### src/rtl/motor_pkg.sv
// Shared types for the motor power-stage arbiter: FSM state encoding and drive direction.
package motor_pkg;

   typedef enum logic [1:0] {
      ST_IDLE   = 2'd0,
      ST_SETTLE = 2'd1,
      ST_RUN    = 2'd2,
      ST_STOP   = 2'd3
   } state_t;

   localparam logic DIR_UP = 1'b0;
   localparam logic DIR_DN = 1'b1;

endpackage

### src/rtl/rr_arbiter.sv
// Round-robin requester selection: the search starts at the index just after ptr and wraps.
module rr_arbiter
   import motor_pkg::*;
#(
   parameter int NCH = 4
) (
   input  logic [NCH-1:0]         req,
   input  logic [$clog2(NCH)-1:0] ptr,
   output logic [NCH-1:0]         gnt_oh,
   output logic [$clog2(NCH)-1:0] gnt_idx,
   output logic                   gnt_vld
);

   localparam int IW = $clog2(NCH);

   logic [IW-1:0] cand_s;

   // First requester found walking forward from ptr+1 wins.
   always_comb begin
      gnt_oh  = '0;
      gnt_idx = '0;
      gnt_vld = 1'b0;
      cand_s  = '0;
      for (int k = 1; k <= NCH; k++) begin
         cand_s = IW'((int'(ptr) + k) % NCH);
         if (!gnt_vld && req[cand_s]) begin
            gnt_vld         = 1'b1;
            gnt_idx         = cand_s;
            gnt_oh[cand_s]  = 1'b1;
         end else begin
            gnt_vld = gnt_vld;
         end
      end
   end

endmodule

### src/rtl/motor_arbiter.sv
// Shares one motor power stage among NCH actuators with dead time and limit-switch stops.
// Optional drive timeout fault enabled by defining MOTOR_ARB_TIMEOUT_EN.
module motor_arbiter
   import motor_pkg::*;
#(
   parameter int NCH         = 4,
   parameter int DEAD_CYC    = 8,
   parameter int TIMEOUT_CYC = 1000
) (
   input  logic                   clk,
   input  logic                   rst_n,
   input  logic [NCH-1:0]         activate,
   input  logic [NCH-1:0]         up_limit,
   input  logic [NCH-1:0]         dn_limit,
   input  logic [NCH-1:0]         fault_clr,
   output logic                   motor_up,
   output logic                   motor_dn,
   output logic [$clog2(NCH)-1:0] sel,
   output logic                   busy,
   output logic [NCH-1:0]         done,
   output logic [NCH-1:0]         fault
);

   localparam int IW = $clog2(NCH);
   localparam int SW = $clog2(DEAD_CYC) + 1;

   state_t          state_r;
   logic            dir_r;
   logic [SW-1:0]   settle_cnt_r;
   logic [IW-1:0]   ptr_r;
   logic [IW-1:0]   sel_r;
   logic [NCH-1:0]  pending_r;
   logic [NCH-1:0]  fault_r;
   logic [NCH-1:0]  done_r;
   logic            motor_up_r;
   logic            motor_dn_r;
   logic            busy_r;

   logic [NCH-1:0]  gnt_oh_s;
   logic [IW-1:0]   gnt_idx_s;
   logic            gnt_vld_s;
   logic            grant_s;
   logic            bad_lim_s;
   logic            tgt_hit_s;
   logic            timeout_s;
   logic [NCH-1:0]  svc_mask_s;
   logic [NCH-1:0]  fault_set_s;

`ifdef MOTOR_ARB_TIMEOUT_EN
   localparam int TW = $clog2(TIMEOUT_CYC) + 1;
   logic [TW-1:0]   drv_cnt_r;
`endif

   rr_arbiter #(.NCH(NCH)) u_rr (
      .req     (pending_r),
      .ptr     (ptr_r),
      .gnt_oh  (gnt_oh_s),
      .gnt_idx (gnt_idx_s),
      .gnt_vld (gnt_vld_s)
   );

   // Grant qualification, target-limit detection and fault set sources.
   always_comb begin
      grant_s    = (state_r == ST_IDLE) && gnt_vld_s;
      bad_lim_s  = up_limit[gnt_idx_s] && dn_limit[gnt_idx_s];
      tgt_hit_s  = (dir_r == DIR_DN) ? dn_limit[sel_r] : up_limit[sel_r];
      svc_mask_s = (state_r != ST_IDLE) ? (NCH'(1) << sel_r) : '0;
`ifdef MOTOR_ARB_TIMEOUT_EN
      timeout_s  = (state_r == ST_RUN) && !tgt_hit_s && (drv_cnt_r == TW'(TIMEOUT_CYC - 1));
`else
      timeout_s  = 1'b0;
`endif
      if (grant_s && bad_lim_s) begin
         fault_set_s = gnt_oh_s;
      end else if (timeout_s) begin
         fault_set_s = NCH'(1) << sel_r;
      end else begin
         fault_set_s = '0;
      end
   end

   // Pending requests: a grant clears its bit even if activate is still high that cycle.
   always_ff @(posedge clk or negedge rst_n) begin
      if (!rst_n) begin
         pending_r <= '0;
      end else begin
         pending_r <= (pending_r | (activate & ~fault_r & ~svc_mask_s))
                      & ~(grant_s ? gnt_oh_s : '0);
      end
   end

   // Sticky fault flags; a new fault wins over a simultaneous clear.
   always_ff @(posedge clk or negedge rst_n) begin
      if (!rst_n) begin
         fault_r <= '0;
      end else begin
         fault_r <= (fault_r & ~fault_clr) | fault_set_s;
      end
   end

   // Service FSM with registered drive, select, busy and done.
   always_ff @(posedge clk or negedge rst_n) begin
      if (!rst_n) begin
         state_r      <= ST_IDLE;
         dir_r        <= DIR_UP;
         settle_cnt_r <= '0;
         ptr_r        <= IW'(NCH - 1);
         sel_r        <= '0;
         done_r       <= '0;
         motor_up_r   <= 1'b0;
         motor_dn_r   <= 1'b0;
         busy_r       <= 1'b0;
`ifdef MOTOR_ARB_TIMEOUT_EN
         drv_cnt_r    <= '0;
`endif
      end else begin
         done_r <= '0;
         case (state_r)
            ST_IDLE: begin
               motor_up_r <= 1'b0;
               motor_dn_r <= 1'b0;
               if (gnt_vld_s) begin
                  sel_r <= gnt_idx_s;
                  if (bad_lim_s) begin
                     ptr_r  <= gnt_idx_s;
                     busy_r <= 1'b0;
                  end else begin
                     dir_r        <= up_limit[gnt_idx_s] ? DIR_DN : DIR_UP;
                     settle_cnt_r <= '0;
                     state_r      <= ST_SETTLE;
                     busy_r       <= 1'b1;
                  end
               end else begin
                  busy_r <= 1'b0;
               end
            end
            ST_SETTLE: begin
               if (settle_cnt_r == SW'(DEAD_CYC - 1)) begin
                  settle_cnt_r <= '0;
                  motor_up_r   <= (dir_r == DIR_UP);
                  motor_dn_r   <= (dir_r == DIR_DN);
                  state_r      <= ST_RUN;
`ifdef MOTOR_ARB_TIMEOUT_EN
                  drv_cnt_r    <= '0;
`endif
               end else begin
                  settle_cnt_r <= settle_cnt_r + SW'(1);
                  motor_up_r   <= 1'b0;
                  motor_dn_r   <= 1'b0;
               end
            end
            ST_RUN: begin
               if (tgt_hit_s) begin
                  motor_up_r <= 1'b0;
                  motor_dn_r <= 1'b0;
                  done_r     <= NCH'(1) << sel_r;
                  state_r    <= ST_STOP;
               end else if (timeout_s) begin
                  // Timed-out move: no completion pulse, fault flagged instead.
                  motor_up_r <= 1'b0;
                  motor_dn_r <= 1'b0;
                  ptr_r      <= sel_r;
                  busy_r     <= 1'b0;
                  state_r    <= ST_IDLE;
               end else begin
`ifdef MOTOR_ARB_TIMEOUT_EN
                  drv_cnt_r  <= drv_cnt_r + TW'(1);
`endif
               end
            end
            ST_STOP: begin
               ptr_r   <= sel_r;
               busy_r  <= 1'b0;
               state_r <= ST_IDLE;
            end
            default: begin
               motor_up_r <= 1'b0;
               motor_dn_r <= 1'b0;
               busy_r     <= 1'b0;
               state_r    <= ST_IDLE;
            end
         endcase
      end
   end

   assign motor_up = motor_up_r;
   assign motor_dn = motor_dn_r;
   assign sel      = sel_r;
   assign busy     = busy_r;
   assign done     = done_r;
   assign fault    = fault_r;

endmodule

### config.mk
export PLATFORM = sky130hd
export DESIGN_NAME = motor_arbiter
export DESIGN_NICKNAME = d
export VERILOG_FILES = /design/src/rtl/motor_pkg.sv /design/src/rtl/rr_arbiter.sv /design/src/rtl/motor_arbiter.sv
export SDC_FILE = /design/constraint.sdc
export NUM_CORES = 1
export LEC_CHECK = 0
export ABC_AREA = 1
export CAP_MARGIN = 30
export CORE_ASPECT_RATIO = 0.8
export CORE_MARGIN = 1
export CORE_UTILIZATION = 59
export CTS_BUF_LIST = sky130_fd_sc_hd__clkbuf_4 sky130_fd_sc_hd__clkbuf_8
export DETAILED_ROUTE_END_ITERATION = 7
export PLACE_DENSITY = 0.9
export SKIP_CTS_REPAIR_TIMING = 1
export SLEW_MARGIN = 10
export SYNTH_ARGS = -nofsm -noshare
export SYNTH_HDL_FRONTEND = slang
export SYNTH_SLANG_ARGS = --single-unit
### constraint.sdc
create_clock -name clk -period 7.55 [get_ports clk]
set_input_delay 2.265 -clock clk [delete_from_list [all_inputs] [get_ports clk]]
set_output_delay 2.265 -clock clk [all_outputs]
set_load 0.02 [all_outputs]
; ---- After elaboration in Yosys (flattened, before gate mapping)
; Cells that the tools add are included.
; Widths: inputs -> output; s select.
[word_totals]
ff_bits = 26
inputBits = 18
[classes]
reduce_logical = 24
bitwise_logic = 15
muxes = 63
shifts = 1
eq_ne = 9
n_addsub = 5
order_cmp = 10
[ops]
columns = operator, count
row1 = $mux 4, 12
row2 = $mux 1, 23
row3 = $mux 2, 10
row4 = $or 4x4->4, 5
row5 = $lt 2x3->1 const B, 6
row6 = $and 4x4->4, 4
row7 = $bmux 1 s2, 8
row8 = $not 4->4, 4
row9 = $logic_and 1x1->1, 10
row10 = $ne 2x2->1 const B, 5
row11 = $reduce_and 3->1, 3
row12 = $demux 1 s2, 4
row13 = $ge 2x1->1 const B, 4
row14 = $pmux 2 s4, 1
row15 = $pmux 4 s2, 1
row16 = $pmux 1 s3, 2
row17 = $reduce_bool 2->1, 3
row18 = $add 2x1->2 const B, 2
row19 = $add 2x2->2 const B, 2
row20 = $add 4x1->4 const B, 1
row21 = $eq 2x2->1 const B, 2
row22 = $eq 4x3->1 const B, 1
row23 = $pmux 2 s2, 1
row24 = $reduce_and 2->1, 2
row25 = other kinds (8), 11

; ---- Longest topological paths before layout
; Gate-level depths: netlist of the first run.
[depth]
depth_word = 19
ltp_mapped = 18
mapped_depth_nobuf = 18

; ---- Modules after synthesis
; A second synthesis of the first run with hierarchy kept.
[hier_totals]
cells_unflattened = 262
hier_area_um2 = 1963.1
[modules_own_cells]
columns = mod, area_per_inst_um2, n_inst, cells_each
row1 = motor_arbiter, 1505.2, 1, 188
row2 = rr_arbiter, 457.9, 1, 74

; ---- Worst setup path before layout of the first run
; No wires, ideal clock.
[synth_path]
path_kind = input port to flip-flop
from = input port dn_limit[3]
to = register state_r[1]
t_arrival_ns = 3.029
required_time_ns = 7.433
cell_stages = 9
setup_slack_ns = 4.404
setup_time_ns = 0.117
path_cell_list = inv_1 -> o22ai_1 -> a221oi_1 -> nand2_1 -> nand2_1 -> a21oi_1 -> nand3_1 -> nand2_1 -> nand2_1
[synth_between]
elab_chain_len = 5
elab_cells_between_ends = 9
classes_between = eq/ne (2) / mux (5) / reduce/logical (2)
[synth_rtl]
columns = item, line_no
row1 = from (decl), motor_arbiter.sv:14  ; input logic [NCH-1:0] dn_limit,
row2 = "$bmux 1 s2, on equally long branches", "motor_arbiter.sv:66, motor_arbiter.sv:65"
row3 = "$mux 1, on equally long branches", "motor_arbiter.sv:66, motor_arbiter.sv:65"
row4 = $mux 1 or $logic_and 1x1->1 (tied branches), "motor_arbiter.sv:66, motor_arbiter.sv:65"
row5 = $ne 2x2->1 (no line), -
row6 = $reduce_and 4->1 (no line) *, -
row7 = to (signal assigned), motor_arbiter.sv:104  ; state_r <= ST_IDLE;
row8 = to (signal assigned), motor_arbiter.sv:130  ; state_r <= ST_SETTLE;
row9 = to (signal assigned), motor_arbiter.sv:142  ; state_r <= ST_RUN;
row10 = to (decl), motor_arbiter.sv:27  ; state_t state_r;
; Mark *: on every way between the ends. The rest lies on a longest branch, timed or not. The select of a mux whose other input is x is not followed.
; A chain may end at the register's enable or synchronous reset.

; ---- Final worst setup path of the first run
[layout_path]
from = register sel_r[1] (netlist: sel[1])
to = output port sel[1]
[layout_lines]
columns = item, line_no
row1 = from (decl), motor_arbiter.sv:31  ; logic [IW-1:0] sel_r;
row2 = from (signal assigned), motor_arbiter.sv:123  ; sel_r <= gnt_idx_s;
row3 = to (decl), motor_arbiter.sv:18  ; output logic [$clog2(NCH)-1:0] sel,
; No word-level cell between the ends.

==> results of run 1 <==
==> kinds of logic after synthesis <==
group                      after synthesis  share of synthesized area [%]
and+or+nand+nor                        133                          34.40
adders and majority gates               15                          10.00
buffers and inverters                   39                          7.799
DFF                                     26                          34.80
xor gates and xnor gates                 1                         0.4668
AOI/OAI and AO/OA                       41                          12.53
==> worst max-delay path by stage <==
stage / endpoint / cells past startpoint / from
after global placement: state_r[0] / 10 / dn_limit[3]
after global routing: sel[1] / 1 / sel[1]
final: sel[1] / 1 / sel[1]
after floorplan: state_r[1] / 9 / dn_limit[3]
after detailed placement: state_r[1] / 10 / dn_limit[3]
after CTS: sel[1] / 1 / sel[1]
==> flip-flops by register name, indices dropped and copies added (netlist names) <==
name / flops
state_r: 2
done: 4
sel: 2
motor_up: 1
pending_r: 4
ptr_r: 2
busy: 1
fault: 4
dir_r: 1
motor_dn: 1
settle_cnt_r: 4
==> per-layer routing <==
| layer | routed length (microns) | vias to the layer above |
|---|---|---|
| met3 | 423 | 15 |
| met1 | 2127 | 878 |
| li1 | - | 913 |
| met4 | 68 | 0 |
| met2 | 1955 | 105 |
| met5 | 0 | - |
==> power groups by stage <==
stage	Clock [mW]	Combinational, mW	Sequential [mW]
4_1_cts	0.0910	0.795	0.246
5_1_grt	0.0973	0.902	0.255
3_3_place_gp	0	0.765	0.247
2_1_floorplan	0	0.584	0.252
3_5_place_dp	0	0.786	0.249
6_report	0.0899	0.815	0.247
==> area by class of cell <==
cell class                      instances  area (sq um)
Multi-Input combinational cell        190          1077
Sequential cell                        26         653.1
Fill cell                             230         609.3
Timing Repair Buffer                   31         307.8
Inverter                               38         142.6
Clock buffer                            4         55.05
Tap cell                               38         47.55
==> placed cells by master, fill, tap and decap left out, types with 2 or more instances in the layout <==
cell type | netlist | final
dfstp_2 | 2 | 2
o21ai_0 | 8 | 8
nand3_1 | 26 | 26
nor3_1 | 3 | 3
o22ai_1 | 4 | 4
inv_2 | 4 | 4
clkdlybuf4s50_1 | 0 | 30
o21ai_1 | 8 | 8
nor2_1 | 12 | 12
nand2_2 | 15 | 15
nand3_2 | 5 | 5
o221ai_1 | 2 | 2
ha_1 | 15 | 15
a31oi_1 | 4 | 4
clkbuf_8 | 0 | 4
a21oi_1 | 11 | 11
dfrtp_1 | 24 | 24
a221oi_1 | 2 | 2
inv_1 | 34 | 34
nand4_1 | 8 | 8
nand2_1 | 60 | 60
==> Yosys cell counts <==
master	number	share of area, %
a21boi_0	1	0.40
a21o_1	1	0.40
a21oi_1	11	2.9
a221oi_1	2	0.93
a31oi_1	4	1.3
clkbuf_1	1	0.20
dfrtp_1	24	32
dfstp_2	2	2.8
ha_1	15	10
inv_1	34	6.8
inv_2	4	0.80
nand2_1	60	12
nand2_2	15	5.0
nand2_4	1	0.60
nand3_1	26	6.9
nand3_2	5	2.7
nand4_1	8	2.7
nor2_1	12	2.4
nor2_4	1	0.60
nor3_1	3	0.80
nor3b_1	1	0.40
o21ai_0	8	2.1
o21ai_1	8	2.1
o221ai_1	2	0.93
o22ai_1	4	1.3
or2_2	1	0.33
xor2_1	1	0.47
==> out/results.txt, run 1 <==
Final setup viols -> 0
GPL Wtd Cong -> 0.9136
Design Area, Final -> 2283 sq um
I/O pin cnt -> 31
Final slew viol count -> 0
Total power -> 1.152 mW
Vias in the first global route -> 1766
Routing usage on met3 -> 6.087%
VDD IR-drop max -> 0.0002609 V
Hold Crit Class -> register to register
CTS tree -> built
Met2 usage in global routing -> 47.92%
Number of buffers created by CTS -> 3
Buf/Inv on CP -> 1
Reg clk slew, reported paths -> 0.09 ns
Detail Route Antenna Nets -> 0
Bufs on Longest Clock Path -> 2
Net Switching -> 0.6480 mW
Reg-to-reg critical path endpoint -> settle_cnt_r[0]
RSZ-0062 raised after global routing -> false
Layout cell share with drive strength beyond 1 -> 11.76%
DR WL/cell -> 13.99 microns
Leak pwr -> 1.147 nW
Int Power -> 0.5043 mW
Overall Global Routing Usage -> 30.26%
Synth Net Count -> 288
Final hold viol count -> 0
Met1 Use GR -> 42.40%
Critical path class -> register to primary output
CTS root buffer -> clkbuf_8
Initial DRT Pass Iterations -> 5
Worst skew pair latency -> 0.27 ns
Max Clock Freq -> 268.5 MHz
PwrDens -> 504.7 nW/um^2
Combinational Power Share -> 70.7%
Reg2reg start -> ptr_r[1]
Clk sink count -> 26
Placed cell area -> 2228 sq um
Non-filler cells in the finished layout -> 327
Starting Density -> 64.88%
Critical path capture point type -> primary output
Routed vias/inst -> 5.844
Flop-to-flop setup slack -> 4.63 ns
Hold Crit Start -> motor_dn
Tmin final -> 3.724 ns
Net Sw Frac -> 56.23%
Reg power frac -> 21.5%
Clk pwr share -> 7.8%
Ys Warns -> 0
Final nets -> 323
Number of port buffers -> 30
CP Launch Type -> register
Die Area -> 3412 sq um
Setup Skew -> 0.006972 ns
Post-synthesis cell area -> 1877 sq um
Largest net degree at the start of global routing -> 27
Mapped Cells -> 255
Core Area -> 2893 sq um
Post-synth cell types -> 27
Avg Cell Area, Syn -> 7.360 sq um
# DRC -> 0
Setup TNS -> 0 ns
Max-slew headroom -> 75.72%
Antenna violations before repair -> 0
Die height -> 52.45 microns
Final period util -> 49.33%
MaxCap Viol Count -> 0
Crit path DAT -> 1.46 ns
Final WL -> 4.575 mm
Final Core Density -> 78.94%
FF+latch count, synth -> 26
1st-iter DRT viols -> 278
Status -> complete, no violations
Worst Hold Depth -> 2
First-pass GRT wire length -> 7.810 mm
R2r worst-path depth -> 17
Least-Margin Pin Slew -> 0.3604 ns
DR vias -> 1911
Hold Path Sink -> motor_dn
Critical-path maximum fanout -> 10
Site Rows -> 17
Largest stage delay, worst path -> 0.66 ns
Gr busiest metal -> met2
Hold WS -> 0.4996 ns
H-tree depth -> 1
Remaining Overflow, GRT -> 0
Setup WS pre-CTS -> 3.785 ns
Worst path top cell family by delay -> buffers and inverters
Worst path cell trace -> clkdlybuf4s50_1
Sequential fraction of the synthesis area -> 34.80%
CP max stage cell -> clkdlybuf4s50_1
Dpl hpwl -> 3.467 mm
Chip width -> 65.06 microns
DP Cell Count -> 323
Number of antenna diodes -> 0
CP Data Required Time -> 5.29 ns
Final worst slack -> 3.826 ns
Synth-to-Final Area Change -> 21.67%
(Power assumes the default switching activity.)
==> run 2, diff against run 1 <==
--- a/config.mk
+++ b/config.mk
@@ -9,10 +9,10 @@
 export CAP_MARGIN = 30
 export CORE_ASPECT_RATIO = 0.8
 export CORE_MARGIN = 1
-export CORE_UTILIZATION = 59
+export CORE_UTILIZATION = 55
 export CTS_BUF_LIST = sky130_fd_sc_hd__clkbuf_4 sky130_fd_sc_hd__clkbuf_8
 export DETAILED_ROUTE_END_ITERATION = 7
-export PLACE_DENSITY = 0.9
+export PLACE_DENSITY = 0.85
 export SKIP_CTS_REPAIR_TIMING = 1
 export SLEW_MARGIN = 10
 export SYNTH_ARGS = -nofsm -noshare
==> constraint.sdc (replaced) <==
create_clock -name clk -period 3.81 [get_ports clk]
set_input_delay 1.143 -clock clk [delete_from_list [all_inputs] [get_ports clk]]
set_output_delay 1.143 -clock clk [all_outputs]
set_load 0.02 [all_outputs]
==> run 2 against run 1 <==
  * Wire length decreased by 3.4%
  * Sequential power increased by 98%
  * Clock skew decreased by 0.0035 ns
  * Sequential share of layout area about the same
  * Count of clock-buffer cells in the layout unchanged
  * Global-route usage decreased by 3.2 points
  * Largest cell class unchanged
==> out/results.txt, run 2 (same netlist as run 1, synthesis figures left out) <==
Leak pwr -> 1.147 nW
Max Clock Freq -> 355.5 MHz
MaxCap Viol Count -> 0
Detail Route Antenna Nets -> 0
Net Switching -> 1.243 mW
CP max stage cell -> dfstp_2
Initial DRT Pass Iterations -> 4
Final period util -> 73.84%
Starting Density -> 59.10%
CTS root buffer -> clkbuf_8
Worst path cell trace -> inv_1, ha_1, inv_1, nand2_2, nand2_4, inv_2, o21ai_1, nand2_1, nand3_2, nand2_1, nand3_1, nand2_2, nand2_2, nand2_2, nand2_2, nand2_1, nand2_1
Hold Crit Class -> register to register
I/O pin cnt -> 31
CP Launch Type -> register
Die Area -> 3652 sq um
Most frequent cells in the layout -> 60 x nand2_1, 34 x inv_1, 30 x clkdlybuf4s50_1
Net Sw Frac -> 55.44%
CP Data Required Time -> 3.98 ns
Combinational Power Share -> 70.4%
Remaining Overflow, GRT -> 0
DP Cell Count -> 325
Reg clk slew, reported paths -> 0.09 ns
Critical path capture point type -> register
Synth-to-Final Area Change -> 21.80%
Chip width -> 67.31 microns
Cell mode on critical path -> nand2_2
Critical-path maximum fanout -> 9
VDD IR-drop max -> 0.0004912 V
Worst skew pair latency -> 0.27 ns
# DRC -> 0
Final nets -> 323
Worst Hold Depth -> 2
Layout cell share with drive strength beyond 1 -> 11.76%
CTS tree -> built
Sequential cell area -> 653.1 sq um
Int Power -> 0.9993 mW
Setup TNS -> 0 ns
Non-filler cells in the finished layout -> 329
First-pass GRT wire length -> 7.265 mm
Reg power frac -> 21.8%
Vias in the first global route -> 1644
Tmin final -> 2.813 ns
Final hold viol count -> 0
Number of port buffers -> 30
Core Area -> 3176 sq um
Final slew viol count -> 0
Reg-to-reg critical path endpoint -> settle_cnt_r[0]
Bufs on Longest Clock Path -> 2
Hold Crit Start -> motor_up
Max-slew headroom -> 74.39%
Reg2reg start -> ptr_r[1]
DR WL/cell -> 13.44 microns
Setup Skew -> 0.003425 ns
Most common cell after layout, fill and taps aside -> nand2_1
Number of antenna diodes -> 0
H-tree depth -> 1
PwrDens -> 980.9 nW/um^2
Overall Global Routing Usage -> 27.01%
1st-iter DRT viols -> 71
Clk pwr share -> 7.8%
Critical path class -> register to register
Hold Path Sink -> motor_up
Crit path DAT -> 2.98 ns
Site Rows -> 18
R2r worst-path depth -> 17
Worst path top cell family by delay -> simple AND/OR/NAND/NOR gates
RSZ-0062 raised after global routing -> false
Fillers -> 260
Largest net degree at the start of global routing -> 27
Routed vias/inst -> 5.644
Die height -> 54.25 microns
Final setup viols -> 0
Least-Margin Pin Slew -> 0.3801 ns
Clk sink count -> 26
Flop-to-flop setup slack -> 1.0 ns
Buf/Inv on CP -> 3
Largest stage delay, worst path -> 0.63 ns
Antenna violations before repair -> 0
Final WL -> 4.421 mm
DR vias -> 1857
Number of buffers created by CTS -> 3
Dpl hpwl -> 3.460 mm
Status -> complete, no violations
GPL Wtd Cong -> 0.9494
Multi-input logic area -> 1077 sq um
[run 2: cell counts in the layout (fill, tap and decap cells not counted)]
Identical to the previous run, type by type.
[run 2: worst reg2reg max path: cells and delay by family (launching register included)]
family,cells,cell delay (ns)
AOI/OAI and AO/OA,1,0.06
adders and majority gates,1,0.42
DFF,1,0.63
buffers and inverters,3,0.38
and+or+nand+nor,12,1.22
[run 2: metal layers]
layer	vias to the layer above	routed length [microns]	GRT usage (%)
met4	0	26	5.319
met2	90	1845	41.00
li1	912	-	-
met3	6	404	5.000
met5	-	0	0
met1	849	2144	39.97
[run 2: power groups by stage]
stage	clock network (mW)	registers, mW	logic [mW]
after global routing	0.191	0.503	1.77
after CTS	0.180	0.487	1.56
after global placement	0	0.488	1.53
final	0.175	0.490	1.58
after detailed placement	0	0.492	1.54
after floorplan	0	0.499	1.16
[run 2: cell type report]
| cell class | instances | area share, % |
|---|---|---|
| inverter | 38 | 6.240 |
| tap | 40 | 2.189 |
| timing repair buffer | 31 | 13.46 |
| multi-input combinational | 190 | 47.13 |
| clock buffer | 4 | 2.408 |
| sequential | 26 | 28.57 |
[run 2: worst max path at each step]
stage	start	endpoint	slack [ns]	cells past startpoint
floorplan	ptr_r[0]	settle_cnt_r[0]	1.44	17
global placement	ptr_r[1]	settle_cnt_r[3]	1.16	17
detailed placement	ptr_r[1]	settle_cnt_r[0]	1.10	17
CTS	ptr_r[1]	settle_cnt_r[0]	1.03	17
global route	ptr_r[1]	settle_cnt_r[2]	0.75	17
finish	ptr_r[1]	settle_cnt_r[0]	1.0	17
[run 2: stage by stage]
stage,power [mW],worst slack [ns],util (%),instance area (sq um),hold WS (ns)
2_1_floorplan,1.655,1.439,-,1877,0.5027
3_3_place_gp,2.014,1.161,70.25,2231,0.4715
3_5_place_dp,2.029,1.096,70.25,2231,0.4872
4_1_cts,2.227,1.030,71.99,2286,0.5091
5_1_grt,2.468,0.7533,71.99,2286,0.5285
6_report,2.242,0.9968,71.99,2286,0.5031
==> run 3, diff against run 2 <==
==> constraint.sdc (replaced) <==
create_clock -name clk -period 2.9 [get_ports clk]
set_input_delay 0.87 -clock clk [delete_from_list [all_inputs] [get_ports clk]]
set_output_delay 0.87 -clock clk [all_outputs]
set_load 0.02 [all_outputs]
==> run 3 against run 2 <==
  * Die area is the same
  * Utilization increased by 0.71 points
  * Combinational power up 35%
  * Critical endpoint is now settle_cnt_r[2]
  * Via count is 1.4% lower
  * Wire length increased by 5.4%
  * Critical path depth unchanged
  * Non-clock buffer count rose by 3
  * Highest routed layer unchanged
  * Global-route usage up 1.5 points
  * Register-to-register slack worse by 0.73 ns
  * Clock power rose by 36%
  * Power is 33% higher
  * Largest power group unchanged
==> out/results.txt, run 3 (same netlist as run 1, synthesis figures left out) <==
Starting Density -> 59.10%
Leak pwr -> 1.161 nW
Bufs on Longest Clock Path -> 2
Tmin final -> 2.636 ns
Reg-to-reg critical path endpoint -> settle_cnt_r[2]
Number of antenna diodes -> 0
Cell mode on critical path -> nand2_2
VDD IR-drop max -> 0.0009883 V
Routed vias/inst -> 5.515
Status -> complete, no violations
Largest stage delay, worst path -> 0.64 ns
CTS root buffer -> clkbuf_8
Die height -> 54.25 microns
Final Core Density -> 72.70%
Site Rows -> 18
First-pass GRT wire length -> 7.590 mm
Hold Crit Start -> motor_dn
Final hold viol count -> 0
CP Data Required Time -> 3.07 ns
Max Clock Freq -> 379.4 MHz
Final WL -> 4.661 mm
Flop-to-flop setup slack -> 0.26 ns
Final nets -> 326
Critical-path maximum fanout -> 9
PwrDens -> 1296 nW/um^2
Antenna violations before repair -> 0
Hold Crit Class -> register to register
Setup TNS -> 0 ns
H-tree depth -> 1
GPL Wtd Cong -> 1.009
Setup Skew -> 0.005717 ns
Worst Setup EP -> settle_cnt_r[2]
Initial DRT Pass Iterations -> 4
Critical path class -> register to register
CP max stage cell -> dfstp_2
Number of buffers created by CTS -> 3
Most common cell after layout, fill and taps aside -> nand2_1
Critical path capture point type -> register
Overall Global Routing Usage -> 28.48%
Core Area -> 3176 sq um
Remaining Overflow, GRT -> 0
Worst skew pair latency -> 0.27 ns
Worst path cell trace -> inv_1, ha_1, inv_1, nand2_2, nand2_4, inv_2, o21ai_1, nand2_1, nand3_2, nand2_1, nand3_1, nand2_2, nand2_2, nand2_2, nand2_2, nand2_1, nand2_1
Chip width -> 67.31 microns
DR WL/cell -> 14.04 microns
Worst setup path start -> ptr_r[1]
Most frequent cells in the layout -> 60 x nand2_1, 34 x inv_1, 30 x clkdlybuf4s50_1
Final setup viols -> 0
1st-iter DRT viols -> 121
Die Area -> 3652 sq um
Crit path DAT -> 2.81 ns
Vias in the first global route -> 1581
Layout cell share with drive strength beyond 1 -> 12.67%
MaxCap Viol Count -> 0
DR vias -> 1831
Largest net degree at the start of global routing -> 27
RSZ-0062 raised after global routing -> false
Max-slew headroom -> 76.83%
Dpl hpwl -> 3.662 mm
Detail Route Antenna Nets -> 0
I/O pin cnt -> 31
# DRC -> 0
Least-Margin Pin Slew -> 0.3439 ns
Reg clk slew, reported paths -> 0.09 ns
Reg2reg start -> ptr_r[1]
CP Launch Type -> register
R2r worst-path depth -> 17
Clk sink count -> 26
Final period util -> 90.89%
Final slew viol count -> 0
Number of port buffers -> 30
CTS tree -> built
Synth-to-Final Area Change -> 23.00%
[run 3: routing by layer]
layer	up-vias	routed length (microns)	global-route usage (%)
li1	922	-	-
met4	0	15	3.546
met3	2	456	9.167
met1	825	2286	41.97
met5	-	0	0
met2	82	1903	41.33
[run 3: how the worst min path moves through the flow]
stage,to,slack [ns],depth (start not counted)
2_1_floorplan,settle_cnt_r[1],0.50,2
3_3_place_gp,motor_up,0.47,2
3_5_place_dp,busy,0.51,2
4_1_cts,motor_dn,0.53,2
5_1_grt,busy,0.56,2
6_report,motor_dn,0.53,2
[run 3: critical path: cells and delay by family (launching register included)]
kind	cells	cell delay, ns
adders and majority gates	1	0.37
buffers and inverters	3	0.26
and+or+nand+nor	12	1.18
AOI/OAI and AO/OA	1	0.07
DFF	1	0.64
[run 3: power by group]
group	internal, mW	switching [mW]
Sequential	0.494	0.127
Clock	0.122	0.116
Combinational	0.723	1.41
Total	1.34	1.65
[run 3: per-stage QoR]
step,worst slack (ns),power [mW],cells,cell area [sq um],hold slack (ns)
4_1_cts,0.3040,2.964,332,2308,0.5328
3_3_place_gp,0.3876,2.700,328,2253,0.4717
3_5_place_dp,0.3075,2.712,328,2253,0.5100
6_report,0.2641,2.992,332,2308,0.5263
5_1_grt,0.03653,3.296,332,2308,0.5622
2_1_floorplan,0.5293,2.175,255,1877,0.5027
[run 3: area by class of cell]
type	count	area, sq um
repair buffers	34	330.3
inverters	38	142.6
flip-flops and latches	26	653.1
well taps	40	50.05
clock buffers	4	55.05
fillers	240	867.1
multi-input cells	190	1077
